**src/rtl/life_gen_ctrl_pkg.sv**
```systemverilog
// Shared constants and state encoding for the life generation controller.
package life_gen_ctrl_pkg;
  localparam int HCOUNT_WIDTH  = 11;
  localparam int VCOUNT_WIDTH  = 10;
  localparam int BOARD_SIZE    = 64;
  localparam int LOG_MAX_SPEED = 6;
  localparam int LOG_NUM_SEED  = 2;
  localparam int ACC_WIDTH     = 8;
  localparam int COUNTER_THRES = 60;

  typedef enum logic [1:0] {PAUSE, RUN, LOAD, STEP} ctrl_state_t;
endpackage

```
**src/rtl/life_gen_ctrl_if.sv**
```systemverilog
// Raster position, UI request pulses and frame qualifiers of the generation controller.
interface life_gen_ctrl_if import life_gen_ctrl_pkg::*; #(
  parameter int GEN_WIDTH = 16
) ();
  logic [HCOUNT_WIDTH-1:0]  hcount_in;
  logic [VCOUNT_WIDTH-1:0]  vcount_in;
  logic [LOG_MAX_SPEED-1:0] speed_in;
  logic                     play_in;
  logic                     step_in;
  logic                     load_in;
  logic [LOG_NUM_SEED-1:0]  seed_idx_in;
  logic                     update_out;
  logic                     seed_en_out;
  logic [LOG_NUM_SEED-1:0]  seed_idx_out;
  logic                     running_out;
  logic [GEN_WIDTH-1:0]     gen_count_out;

  modport master (
    output hcount_in, vcount_in, speed_in, play_in, step_in, load_in, seed_idx_in,
    input  update_out, seed_en_out, seed_idx_out, running_out, gen_count_out
  );
  modport slave (
    input  hcount_in, vcount_in, speed_in, play_in, step_in, load_in, seed_idx_in,
    output update_out, seed_en_out, seed_idx_out, running_out, gen_count_out
  );
endinterface

```
**src/rtl/life_gen_ctrl_acc.sv**
```systemverilog
// Speed accumulator: adds speed once per running frame, fires evolve_now when the threshold is reached.
module gen_rate_acc #(
  parameter int ACC_WIDTH   = 8,
  parameter int SPEED_WIDTH = 6,
  parameter int THRES       = 60
) (
  input  logic                   clk_in,
  input  logic                   rst_in,
  input  logic                   clear_in,
  input  logic                   step_en_in,
  input  logic [SPEED_WIDTH-1:0] speed_in,
  output logic                   evolve_now
);
  logic [ACC_WIDTH-1:0] acc_q, acc_d;

  // Threshold is tested on the value held before this frame's add.
  assign evolve_now = step_en_in && (acc_q >= ACC_WIDTH'(THRES));

  always_comb begin
    acc_d = acc_q;
    if (clear_in)        acc_d = '0;
    else if (evolve_now) acc_d = '0;
    else if (step_en_in) acc_d = acc_q + ACC_WIDTH'(speed_in);
  end

  always_ff @(posedge clk_in) begin
    if (!rst_in) acc_q <= '0;
    else         acc_q <= acc_d;
  end
endmodule

```
**src/rtl/life_gen_ctrl.sv**
```systemverilog
// Per-frame generation controller: chooses LOAD / evolve / hold at each frame tick.
module life_gen_ctrl import life_gen_ctrl_pkg::*; #(
  parameter int COUNTER_THRES = life_gen_ctrl_pkg::COUNTER_THRES,
  parameter int GEN_WIDTH     = 16
) (
  input  logic             clk_in,
  input  logic             rst_in,
  life_gen_ctrl_if.slave   bus
);
  ctrl_state_t             state_q, state_d;
  logic                    play_pend_q, play_pend_d;
  logic                    step_pend_q, step_pend_d;
  logic                    load_pend_q, load_pend_d;
  logic [LOG_NUM_SEED-1:0] seed_idx_pend_q, seed_idx_pend_d;
  logic [LOG_NUM_SEED-1:0] seed_idx_q, seed_idx_d;
  logic                    update_q, update_d;
  logic                    seed_en_q, seed_en_d;
  logic [GEN_WIDTH-1:0]    gen_q, gen_d;

  logic                    frame_tick;
  logic                    play_eff, step_eff, load_eff;
  logic [LOG_NUM_SEED-1:0] seed_idx_eff;
  logic                    acc_clear, acc_step, evolve_now;

  // Tick sits just past the board scan, so qualifiers never change mid-board.
  assign frame_tick = (bus.hcount_in == HCOUNT_WIDTH'(BOARD_SIZE)) &&
                      (bus.vcount_in == VCOUNT_WIDTH'(BOARD_SIZE));

  // A pulse on the tick cycle is folded in so it is acted on immediately.
  assign play_eff     = play_pend_q | bus.play_in;
  assign step_eff     = step_pend_q | bus.step_in;
  assign load_eff     = load_pend_q | bus.load_in;
  assign seed_idx_eff = bus.load_in ? bus.seed_idx_in : seed_idx_pend_q;
  assign acc_step     = frame_tick && (state_q == RUN) && !load_eff && !play_eff;

  gen_rate_acc #(
    .ACC_WIDTH   (ACC_WIDTH),
    .SPEED_WIDTH (LOG_MAX_SPEED),
    .THRES       (COUNTER_THRES)
  ) u_acc (
    .clk_in     (clk_in),
    .rst_in     (rst_in),
    .clear_in   (acc_clear),
    .step_en_in (acc_step),
    .speed_in   (bus.speed_in),
    .evolve_now (evolve_now)
  );

  always_comb begin
    state_d         = state_q;
    play_pend_d     = play_eff;
    step_pend_d     = step_eff;
    load_pend_d     = load_eff;
    seed_idx_pend_d = seed_idx_eff;
    seed_idx_d      = seed_idx_q;
    update_d        = update_q;
    seed_en_d       = seed_en_q;
    gen_d           = gen_q;
    acc_clear       = 1'b0;
    if (frame_tick) begin
      unique case (state_q)
        PAUSE: begin
          if (load_eff)      begin state_d = LOAD;  load_pend_d = 1'b0; end
          else if (play_eff) begin state_d = RUN;   play_pend_d = 1'b0; end
          else if (step_eff) begin state_d = STEP;  step_pend_d = 1'b0; end
        end
        RUN: begin
          step_pend_d = 1'b0;
          if (load_eff)      begin state_d = LOAD;  load_pend_d = 1'b0; end
          else if (play_eff) begin state_d = PAUSE; play_pend_d = 1'b0; end
        end
        default: state_d = PAUSE;
      endcase
      seed_en_d = (state_d == LOAD);
      update_d  = (state_d == STEP) || evolve_now;
      if (state_d == LOAD) begin
        acc_clear  = 1'b1;
        gen_d      = '0;
        seed_idx_d = seed_idx_eff;
      end else if (update_d) begin
        gen_d = gen_q + 1'b1;
      end
    end
  end

  always_ff @(posedge clk_in) begin
    if (!rst_in) begin
      state_q         <= PAUSE;
      play_pend_q     <= 1'b0;
      step_pend_q     <= 1'b0;
      load_pend_q     <= 1'b0;
      seed_idx_pend_q <= '0;
      seed_idx_q      <= '0;
      update_q        <= 1'b0;
      seed_en_q       <= 1'b0;
      gen_q           <= '0;
    end else begin
      state_q         <= state_d;
      play_pend_q     <= play_pend_d;
      step_pend_q     <= step_pend_d;
      load_pend_q     <= load_pend_d;
      seed_idx_pend_q <= seed_idx_pend_d;
      seed_idx_q      <= seed_idx_d;
      update_q        <= update_d;
      seed_en_q       <= seed_en_d;
      gen_q           <= gen_d;
    end
  end

  assign bus.update_out    = update_q;
  assign bus.seed_en_out   = seed_en_q;
  assign bus.seed_idx_out  = seed_idx_q;
  assign bus.running_out   = (state_q == RUN);
  assign bus.gen_count_out = gen_q;
endmodule

```
**src/flat_wrapper.sv**
```systemverilog
// flat-port wrapper written by rule: the top's interface ports become plain ports
module life_gen_ctrl_flat import life_gen_ctrl_pkg::*;
#(
  parameter int COUNTER_THRES = life_gen_ctrl_pkg::COUNTER_THRES,
  parameter int GEN_WIDTH     = 16
)
  (clk_in, rst_in, bus_hcount_in, bus_vcount_in, bus_speed_in, bus_play_in, bus_step_in, bus_load_in, bus_seed_idx_in, bus_update_out, bus_seed_en_out, bus_seed_idx_out, bus_running_out, bus_gen_count_out);
  life_gen_ctrl_if #(.GEN_WIDTH(GEN_WIDTH)) bus_i ();
  input  logic clk_in;
  input  logic rst_in;
  input wire logic [$bits(bus_i.hcount_in)-1:0] bus_hcount_in;
  input wire logic [$bits(bus_i.vcount_in)-1:0] bus_vcount_in;
  input wire logic [$bits(bus_i.speed_in)-1:0] bus_speed_in;
  input wire logic [$bits(bus_i.play_in)-1:0] bus_play_in;
  input wire logic [$bits(bus_i.step_in)-1:0] bus_step_in;
  input wire logic [$bits(bus_i.load_in)-1:0] bus_load_in;
  input wire logic [$bits(bus_i.seed_idx_in)-1:0] bus_seed_idx_in;
  output wire logic [$bits(bus_i.update_out)-1:0] bus_update_out;
  output wire logic [$bits(bus_i.seed_en_out)-1:0] bus_seed_en_out;
  output wire logic [$bits(bus_i.seed_idx_out)-1:0] bus_seed_idx_out;
  output wire logic [$bits(bus_i.running_out)-1:0] bus_running_out;
  output wire logic [$bits(bus_i.gen_count_out)-1:0] bus_gen_count_out;
  assign bus_i.hcount_in = bus_hcount_in;
  assign bus_i.vcount_in = bus_vcount_in;
  assign bus_i.speed_in = bus_speed_in;
  assign bus_i.play_in = bus_play_in;
  assign bus_i.step_in = bus_step_in;
  assign bus_i.load_in = bus_load_in;
  assign bus_i.seed_idx_in = bus_seed_idx_in;
  assign bus_update_out = bus_i.update_out;
  assign bus_seed_en_out = bus_i.seed_en_out;
  assign bus_seed_idx_out = bus_i.seed_idx_out;
  assign bus_running_out = bus_i.running_out;
  assign bus_gen_count_out = bus_i.gen_count_out;
  life_gen_ctrl #(.COUNTER_THRES(COUNTER_THRES), .GEN_WIDTH(GEN_WIDTH)) u_core (.clk_in(clk_in), .rst_in(rst_in), .bus(bus_i));
endmodule
```
**config.mk**
```make
export PLATFORM = sky130hd
export DESIGN_NAME = life_gen_ctrl_flat
export DESIGN_NICKNAME = d
export VERILOG_FILES = /design/src/rtl/life_gen_ctrl_pkg.sv /design/src/rtl/life_gen_ctrl_if.sv /design/src/rtl/life_gen_ctrl_acc.sv /design/src/rtl/life_gen_ctrl.sv /design/src/flat_wrapper.sv
export SDC_FILE = /design/constraint.sdc
export NUM_CORES = 1
export LEC_CHECK = 0
export BUFFER_PORTS_ARGS = -buffer_cell sky130_fd_sc_hd__buf_2
export CAP_MARGIN = 0
export CORE_MARGIN = 10
export CORE_UTILIZATION = 40
export CTS_CLUSTER_SIZE = 28
export DETAILED_ROUTE_END_ITERATION = 10
export SLEW_MARGIN = 20
export SYNTH_ARGS = -nofsm -noshare
export SYNTH_HDL_FRONTEND = slang
export SYNTH_SLANG_ARGS = --single-unit
export TNS_END_PERCENT = 10
```
**constraint.sdc**
```tcl
create_clock -name clk_in -period 2.18 [get_ports clk_in]
set_input_delay 0.218 -clock clk_in [delete_from_list [all_inputs] [get_ports clk_in]]
set_output_delay 0.218 -clock clk_in [all_outputs]
set_load 0.03 [all_outputs]
```
==> results of run 1 <==
cell type report:
class / count / share of cell area, %
multi-input cells: 160 / 46.5
clock inverters: 1 / 0.217
repair buffers: 66 / 15.6
clock buffers: 6 / 3.57
flip-flops and latches: 35 / 30.3
well taps: 52 / 2.82
inverters: 6 / 0.975
cell usage after synthesis, types with 5 or more instances:
cell type | count | area (µm²)
dfxtp_1 | 35 | 701
a21oi_1 | 22 | 110
o21ai_0 | 19 | 95.1
nor2_1 | 18 | 67.6
or3_1 | 13 | 81.3
nand2_1 | 11 | 41.3
nor2b_1 | 9 | 56.3
ha_1 | 7 | 87.6
inv_1 | 6 | 22.5
nor3_1 | 6 | 30.0
nand4_1 | 5 | 31.3
routing by layer:
layer	up-vias	track usage [%]	share of wire, %
met5	-	0	0
met4	0	3.04	0.53
met3	2	3.90	5.4
met2	29	19.6	50
met1	775	13.6	44
li1	893	-	-
sequential cells by signal (all words and copies together), names as in the netlist:
signal and flops:
u_core.bus.gen_count_out 16, u_core.bus.seed_en_out 1, u_core.bus.seed_idx_out 2, u_core.bus.update_out 1
u_core.load_pend_q 1, u_core.play_pend_q 1, u_core.seed_idx_pend_q 2, u_core.state_q 2
u_core.step_pend_q 1, u_core.u_acc.acc_q 8
kinds of logic (layout without fill, tap and decap cells):
| group | Yosys count | count (layout) | synth area share [%] |
|---|---|---|---|
| simple gates | 84 | 84 | 27.6 |
| compound gates | 61 | 61 | 21.6 |
| flops | 35 | 35 | 38.2 |
| buf+inv | 14 | 79 | 3.14 |
| fa+ha+maj | 8 | 8 | 5.87 |
| xor+xnor | 4 | 4 | 1.91 |
| mux | 3 | 3 | 1.64 |
per-stage QoR:
step | area (µm²) | cells | hold slack, ns | setup WS, ns | total power [mW]
6_report | 2310 | 326 | 0.241 | 0.179 | 1.20
4_1_cts | 2300 | 325 | 0.243 | 0.0806 | 1.22
2_1_floorplan | 1830 | 209 | 0.382 | 0.164 | 0.705
3_3_place_gp | 2220 | 318 | 0.445 | -0.0231 | 0.754
3_5_place_dp | 2220 | 318 | 0.455 | -0.0724 | 0.754
5_1_grt | 2310 | 326 | 0.269 | 0.0226 | 1.25
worst register-to-register path, stage by stage, from the launching register on:
cell and delay [ns]:
dfxtp_1 0.33, nor2_1 0.14, nand4b_1 0.20, a2111oi_4 0.41, o211ai_1 0.20, buf_4 0.19, or3_1 0.34, a21oi_1 0.14
cell usage in the layout, fill, tap and decap left out, types with 2 or more instances in the layout:
cell	n
and2_1	2
nand3_1	3
buf_4	12
nor3_1	6
inv_1	6
buf_2	54
nor2_1	18
xnor2_1	2
ha_1	7
or3_1	13
nand2_1	11
xor2_1	2
a21oi_1	22
nor3b_1	2
o22a_1	2
nor4_1	2
nor4_2	2
a21o_1	2
o21a_1	3
nor2b_1	9
o21ai_0	19
dfxtp_1	35
mux2i_1	3
or2_2	3
nand4_1	5
a211oi_1	4
clkbuf_8	6
worst paths after layout:
path,start,end,cells after the start
hold reg to reg,u_core.u_acc.acc_q[0]$_SDFFE_PP0P_,u_core.u_acc.acc_q[0]$_SDFFE_PP0P_,2
setup reg to reg,u_core.play_pend_q$_SDFF_PN0_,u_core.bus.gen_count_out[10]$_SDFFE_PN0P_,7
setup / recovery,u_core.play_pend_q$_SDFF_PN0_,u_core.bus.gen_count_out[10]$_SDFFE_PN0P_,7
hold / removal,bus_step_in,u_core.step_pend_q$_SDFF_PN0_,3
power by group through the flow:
stage                     Combinational [mW]  Sequential, mW  Clock, mW
after global routing                   0.101           0.649      0.503
after CTS                             0.0913           0.649      0.479
after detailed placement              0.0911           0.663          0
after global placement                0.0904           0.663          0
after floorplan                       0.0430           0.663          0
final                                 0.0905           0.649      0.463
what timing repair did:
action | 4_1_cts | 5_1_grt
setup endpoints to repair | 0 | 9
hold endpoints to repair | 0 | 0
buffers inserted | 0 | 1
==> results.yml, run 1 <==
run_status:
  status: "finished clean"
power:
  swShare_pct: 21.9
  leakagePower_nw: 0.965
  clock_power_share_pct: 38.5
  internal-power_mw: 0.939
  combinationalPowerShare_pct: 7.5
  p_seq_share_pct: 54.0
  cellPowerDensity_nw_per_um2: 520
  p_switching_mw: 0.263
  ir_drop_uv: 397
cts:
  root_buffer: "clkbuf_8"
  cts_made_buffers: 5
  cts_resized: 0
  cts.path.max_buffers: 2
  cts_sinks: 35
  path_clk_slew_ns: 0.07
  cts_tree: "yes"
  postCtsHoldBufs: 0
  htreeDepth: 2
  insertion_delay_ns: 0.28
floorplanning:
  fp.dieW_um: 87.7
  design.core.area_um2: 4380
  rows: 24
  die-area_um2: 7690
  start_util_pct: 41.8
  ios: 55
  fp.dieH_um: 87.7
logic_synthesis:
  synthArstFlopShare_pct: 0
  synth_ff_type: "dfxtp_1"
  synth.net_count: 251
  ys_types: 45
  synth-edff-count: 0
  synthesis.area_um2: 1830
  yosysWarnings: 0
  synth.avg_cell_area_um2: 8.77
  synth_seq_cells: 35
  synthCells: 209
  yosysSeqAreaShare_pct: 38.2
critical_path:
  crit_type: "reg2reg"
  worstPathRequired_ns: 2.39
  critical-path-top-delay-family: "compound AO/OA/AOI/OAI gates"
  cp-start-kind: "flip-flop"
  critPathArrivalTime_ns: 2.21
  rrSetupSlack_ns: 0.18
  slowest_stage: "a2111oi_4"
  slowest_delay_ns: 0.41
  critPathBufInv: 1
  path_cells: "nor2_1 > nand4b_1 > a2111oi_4 > o211ai_1 > buf_4 > or3_1 > a21oi_1"
  crit_fanout: 8
  end_kind: "flip-flop"
cells_and_area:
  nets: 316
  antenna-diode-count: 0
  drive_above_1_share_pct: 31.0
  fill_cells: 414
  final-seq-area_um2: 701
  multiInputGateArea_um2: 1070
  finish.utilization_pct: 52.7
  area_growth_pct: 26.1
sta:
  rsz0062_at_grt: "no"
  hold_viol_final: 0
  fin_crit_sh_pct: 91.8
  finalClockSkew_ns: 0.00499
  setup_viol: 0
  layout_min_cycle_time_ns: 2.00
  tightest_slew_ns: 0.379
  clock.fmax_mhz: 500
  relSlewSlack_pct: 74.6
  drv_slew: 0
  tns_ns: 0
placed_design:
  hpwl_mm: 3.54
  portBuffers: 54
  gp_congestion: 0.771
route:
  viasPerCell: 5.21
  ant_nets: 0
  wl_per_cell_um: 13.4
  drt_wl_total_mm: 4.37
  drt_first_pass_iters: 4
  num_vias: 1699
  drtIter0Drc: 76
  drcViolationCount: 0
grt:
  grt_antenna_before_repair: 0
  grt_max_degree: 15
  track_usage_pct: 11.6
  grt_pass1_wl_mm: 7.38
  first_global_vias: 1639
  grt-ovfl-total: 0
hold_path:
  min_path_type: "in2reg"
flow_run:
  drv_cap: 0
(Power assumes the default switching activity.)
==> run 2, diff against run 1 <==
--- a/config.mk
+++ b/config.mk
@@ -8,9 +8,10 @@
 export BUFFER_PORTS_ARGS = -buffer_cell sky130_fd_sc_hd__buf_2
 export CAP_MARGIN = 0
 export CORE_MARGIN = 10
-export CORE_UTILIZATION = 40
+export CORE_UTILIZATION = 51
 export CTS_CLUSTER_SIZE = 28
 export DETAILED_ROUTE_END_ITERATION = 10
+export PLACE_DENSITY = 0.79
 export SLEW_MARGIN = 20
 export SYNTH_ARGS = -nofsm -noshare
 export SYNTH_HDL_FRONTEND = slang
==> run 2 against run 1 <==
Global-route usage up 2.3 points. Power down 8.2%. Core utilization is 16 points higher.
==> results.yml, run 2 (synthesis results as in run 1) <==
power:
  cellPowerDensity_nw_per_um2: 472
  leakagePower_nw: 0.964
  ir_drop_uv: 370
  p_total_mw: 1.10
cells_and_area:
  largest_reg_flops: 16
  antenna-diode-count: 0
  drive_above_1_share_pct: 33.7
  area_growth_pct: 27.5
  finish.utilization_pct: 68.4
  fill_cells: 308
  final_cells: 325
  final_common_cell: "buf_2"
  nets: 320
  final_cell_mix: "buf_2, dfxtp_1, a21oi_1"
  design_area_um2: 2340
route:
  routed.top_layer: "met4"
  drcViolationCount: 0
  drt_first_pass_iters: 4
  wl_met2_mm: 2.30
  ant_nets: 0
  num_vias: 1761
  viasPerCell: 5.42
  drtIter0Drc: 74
  met3_length_um: 214
  drt_wl_total_mm: 4.52
  wl_per_cell_um: 13.9
  met1_length_mm: 1.91
sta:
  setup_viol: 0
  setup_ws_ns: 0.0770
  tightest_slew_ns: 0.477
  layout_min_cycle_time_ns: 2.10
  clock.fmax_mhz: 476
  drv_slew: 0
  rsz0062_at_grt: "yes"
  finalClockSkew_ns: 0.00991
  fin_crit_sh_pct: 96.5
  tns_ns: 0
  hold_viol_final: 0
  relSlewSlack_pct: 67.9
  whs_ns: 0.185
cts:
  cts.path.max_buffers: 2
  insertion_delay_ns: 0.35
  root_buffer: "clkbuf_4"
  cts_sinks: 35
  htreeDepth: 2
  cts_tree: "yes"
  cts_made_buffers: 5
  path_clk_slew_ns: 0.11
  postCtsHoldBufs: 0
critical_path:
  worstPathRequired_ns: 2.46
  worstReg2RegEnd: "u_core.bus.gen_count_out[10]$_SDFFE_PN0P_"
  critPathArrivalTime_ns: 2.39
  reg2reg_depth: 8
  r2r-start: "u_core.play_pend_q$_SDFF_PN0_"
  cp-start-kind: "flip-flop"
  end_kind: "flip-flop"
  rrSetupSlack_ns: 0.08
  crit_fanout: 12
  crit_type: "reg2reg"
grt:
  first_global_vias: 1679
  grt_antenna_before_repair: 0
  grt_pass1_wl_mm: 7.24
  grt-ovfl-total: 0
  track_usage_pct: 13.8
  grt_max_degree: 15
floorplanning:
  start_util_pct: 53.7
  rows: 21
  ios: 55
  design.core.area_um2: 3420
  fp.dieW_um: 80.0
  fp.dieH_um: 80.0
  die-area_um2: 6390
placed_design:
  placed_area_um2: 2240
  hpwl_mm: 3.56
  gp_congestion: 0.761
  dp.cells: 316
  portBuffers: 54
  dpl_worst_slack_ns: -0.0643
hold_path:
  hp-start: "bus_step_in"
  hold_path_depth: 3
  min_to: "u_core.step_pend_q$_SDFF_PN0_"
  min_path_type: "in2reg"
run_status:
  status: "finished clean"
flow_run:
  drv_cap: 0
## run 2: cell count changes in the layout (fill, tap and decap cells not counted), sizes merged
cell,change
buf,+4
clkbuf,-1
clkinvlp,+2
## run 2: routing by layer
metal	track usage [%]	up-vias
met5	0	-
met4	5.99	0
met3	4.28	10
met2	23.6	34
met1	15.4	817
li1	-	900
## run 2: power breakdown
part	switching, mW	internal (mW)
combinational	0.0476	0.0495
sequential	0.00371	0.646
clock	0.234	0.123
## run 2: repair_timing
item | in CTS | in global routing
buffers inserted | 1 | 0
gates resized for setup | 1 | 6
pin swaps | 1 | 1
endpoints found under the setup margin | 1 | 10
## run 2: area by class of cell
| cell class | count | area, µm² | share of cell area [%] |
|---|---|---|---|
| Clock buffer | 5 | 37.5 | 1.61 |
| Clock inverter | 3 | 20.0 | 0.857 |
| Inverter | 6 | 22.5 | 0.964 |
| Multi-Input combinational cell | 160 | 1100 | 47.2 |
| Sequential cell | 35 | 702 | 30.0 |
| Tap cell | 46 | 57.6 | 2.46 |
| Timing Repair Buffer | 70 | 394 | 16.9 |
## run 2: worst max-delay path by stage
stage | from | end | slack, ns | depth (start not counted)
floorplan | u_core.state_q[1]$_SDFFE_PN0N_ | u_core.bus.gen_count_out[13]$_SDFFE_PN0P_ | 0.16 | 7
global placement | bus_hcount_in[9] | u_core.bus.gen_count_out[8]$_SDFFE_PN0P_ | 0.003 | 9
detailed placement | bus_vcount_in[3] | u_core.bus.gen_count_out[15]$_SDFFE_PN0P_ | -0.06 | 7
CTS | u_core.play_pend_q$_SDFF_PN0_ | u_core.bus.gen_count_out[15]$_SDFFE_PN0P_ | 0.06 | 6
global route | u_core.play_pend_q$_SDFF_PN0_ | u_core.bus.gen_count_out[12]$_SDFFE_PN0P_ | -0.04 | 8
finish | u_core.play_pend_q$_SDFF_PN0_ | u_core.bus.gen_count_out[10]$_SDFFE_PN0P_ | 0.08 | 8
## run 2: worst max-delay path, stage by stage (launching register included)
cell and delay [ns]:
dfxtp_2 0.34, buf_6 0.11, o41a_1 0.43, nor4_4 0.25, buf_4 0.18, o211ai_1 0.07
buf_4 0.18, or3_1 0.34, a21oi_1 0.14
==> run 3, diff against run 2 <==
--- a/config.mk
+++ b/config.mk
@@ -8,10 +8,10 @@
 export BUFFER_PORTS_ARGS = -buffer_cell sky130_fd_sc_hd__buf_2
 export CAP_MARGIN = 0
 export CORE_MARGIN = 10
-export CORE_UTILIZATION = 51
+export CORE_UTILIZATION = 46
 export CTS_CLUSTER_SIZE = 28
 export DETAILED_ROUTE_END_ITERATION = 10
-export PLACE_DENSITY = 0.79
+export PLACE_DENSITY = 0.75
 export SLEW_MARGIN = 20
 export SYNTH_ARGS = -nofsm -noshare
 export SYNTH_HDL_FRONTEND = slang
==> constraint.sdc (replaced) <==
create_clock -name clk_in -period 1.8 [get_ports clk_in]
set_input_delay 0.18 -clock clk_in [delete_from_list [all_inputs] [get_ports clk_in]]
set_output_delay 0.18 -clock clk_in [all_outputs]
set_load 0.03 [all_outputs]
==> run 3 against run 2 <==
The flow now finishes with violations (negative setup slack). Final cell count grew 5.8%. Global-route usage shrank 0.18 points. Critical path depth shrank 2. Design area grew 8.4%. First-iteration DRC count shrank 45%. Non-clock buffer count grew 17. Core utilization shrank 0.74 points. Critical endpoint is now u_core.bus.gen_count_out[8]$_SDFFE_PN0P_. Combinational power grew 34%.
==> results.yml, run 3 (synthesis results as in run 1) <==
sta:
  setup_viol: 13
  hold_viol_final: 0
  finalClockSkew_ns: 0.00643
  setup_ws_ns: -0.170
  rsz0062_at_grt: "yes"
  tightest_slew_ns: 0.460
  fin_crit_sh_pct: 109
  relSlewSlack_pct: 69.1
  drv_slew: 0
  clock.fmax_mhz: 507
  layout_min_cycle_time_ns: 1.97
placed_design:
  dpl_worst_slack_ns: -0.442
  hpwl_mm: 3.68
  gp_congestion: 0.767
  portBuffers: 54
critical_path:
  worstPathRequired_ns: 2.02
  critPathArrivalTime_ns: 2.19
  r2r-start: "u_core.state_q[0]$_SDFFE_PN0N_"
  rrSetupSlack_ns: -0.17
  reg2reg_depth: 6
  crit_fanout: 12
  worstReg2RegEnd: "u_core.bus.gen_count_out[8]$_SDFFE_PN0P_"
  crit_type: "reg2reg"
  cp-start-kind: "flip-flop"
  end_kind: "flip-flop"
run_status:
  violations: "negative setup slack"
  status: "finished, violations left"
floorplanning:
  design.core.area_um2: 3740
  start_util_pct: 49.0
  rows: 22
  ios: 55
  die-area_um2: 6910
  fp.dieH_um: 83.1
  fp.dieW_um: 83.1
cts:
  post_cts_buffers: 0
  root_buffer: "clkbuf_8"
  htreeDepth: 2
  cts.path.max_buffers: 2
  path_clk_slew_ns: 0.07
  cts_tree: "yes"
  cts_sinks: 35
  postCtsHoldBufs: 0
  cts_made_buffers: 5
  insertion_delay_ns: 0.29
cells_and_area:
  nets: 337
  antenna-diode-count: 0
  largest_reg_flops: 16
  final_common_cell: "buf_2"
  area_growth_pct: 38.2
  finish.utilization_pct: 67.7
  drive_above_1_share_pct: 39.5
  final_cell_mix: "buf_2, buf_4, dfxtp_1"
route:
  drt_first_pass_iters: 4
  num_vias: 1764
  viasPerCell: 5.13
  drtIter0Drc: 41
  ant_nets: 0
  drcViolationCount: 0
  drt_wl_total_mm: 4.64
  wl_per_cell_um: 13.5
grt:
  grt_antenna_before_repair: 0
  grt_pass1_wl_mm: 8.14
  grt_max_degree: 15
  track_usage_pct: 13.7
  first_global_vias: 1831
  grt-ovfl-total: 0
hold_path:
  hp-start: "bus_step_in"
  hold_path_depth: 3
  min_to: "u_core.step_pend_q$_SDFF_PN0_"
  min_path_type: "in2reg"
power:
  leakagePower_nw: 1.07
  ir_drop_uv: 596
  cellPowerDensity_nw_per_um2: 580
flow_run:
  drv_cap: 0
-- run 3: cell types whose count changed in the layout (fill, tap and decap cells not counted), sizes merged --
cell      previous run  this run
buf                 70        87
clkbuf               5         6
clkinvlp             2         1
-- run 3: worst max-delay path by stage --
stage	endpoint	cells after the start	start
final	u_core.bus.gen_count_out[8]$_SDFFE_PN0P_	6	u_core.state_q[0]$_SDFFE_PN0N_
after global routing	u_core.bus.gen_count_out[10]$_SDFFE_PN0P_	6	u_core.state_q[0]$_SDFFE_PN0N_
after CTS	u_core.bus.gen_count_out[15]$_SDFFE_PN0P_	5	u_core.state_q[0]$_SDFFE_PN0N_
after detailed placement	u_core.bus.gen_count_out[15]$_SDFFE_PN0P_	7	bus_hcount_in[9]
after global placement	u_core.bus.gen_count_out[15]$_SDFFE_PN0P_	7	bus_hcount_in[9]
after floorplan	u_core.bus.gen_count_out[5]$_SDFFE_PN0P_	7	bus_vcount_in[4]
-- run 3: worst max-delay path, stage by stage (launching register included) --
cell and delay, ns:
dfxtp_1 0.31, o41a_1 0.47, nor4_4 0.29, o211ai_1 0.17, buf_4 0.19, or3_1 0.34, a21oi_1 0.13
-- run 3: where the power goes --
group / total [mW] / leakage [nW] / switching (mW) / internal, mW
clock network: 0.555 / 0.0412 / 0.285 / 0.270
logic: 0.130 / 0.748 / 0.0630 / 0.0668
registers: 0.786 / 0.285 / 0.00425 / 0.781
-- run 3: repair_timing --
item                                    4_1_cts  5_1_grt
resized for setup                             3        5
endpoints found under the setup margin       14       20
gates cloned                                  0        0
pin swaps                                     8        1
-- run 3: layer usage --
layer,wire [µm],vias to the layer above,track usage (%)
met5,0,-,0
met4,22,0,4.77
met3,178,3,4.10
met2,2420,25,24.3
met1,2010,803,14.9
li1,-,933,-
-- run 3: through the flow --
step,power [mW],TNS (ns),std cells,area [µm²],hold slack (ns)
detailed placement,0.933,-5.87,336,2420,0.466
finish,1.47,-1.29,344,2530,0.196
global route,1.54,-3.72,344,2530,0.238
global placement,0.929,-4.38,336,2420,0.443
floorplan,0.858,-0.791,209,1880,0.332
CTS,1.48,-1.26,344,2520,0.197
-- run 3: final cells by class --
type                       count  area [µm²]
fill                         335        1210
clock buffer                   6        72.6
multi-input combinational    160        1140
inverter                       6        22.5
tap                           48        60.1
timing repair buffer          87         518
sequential                    35         706
clock inverter                 2        12.5
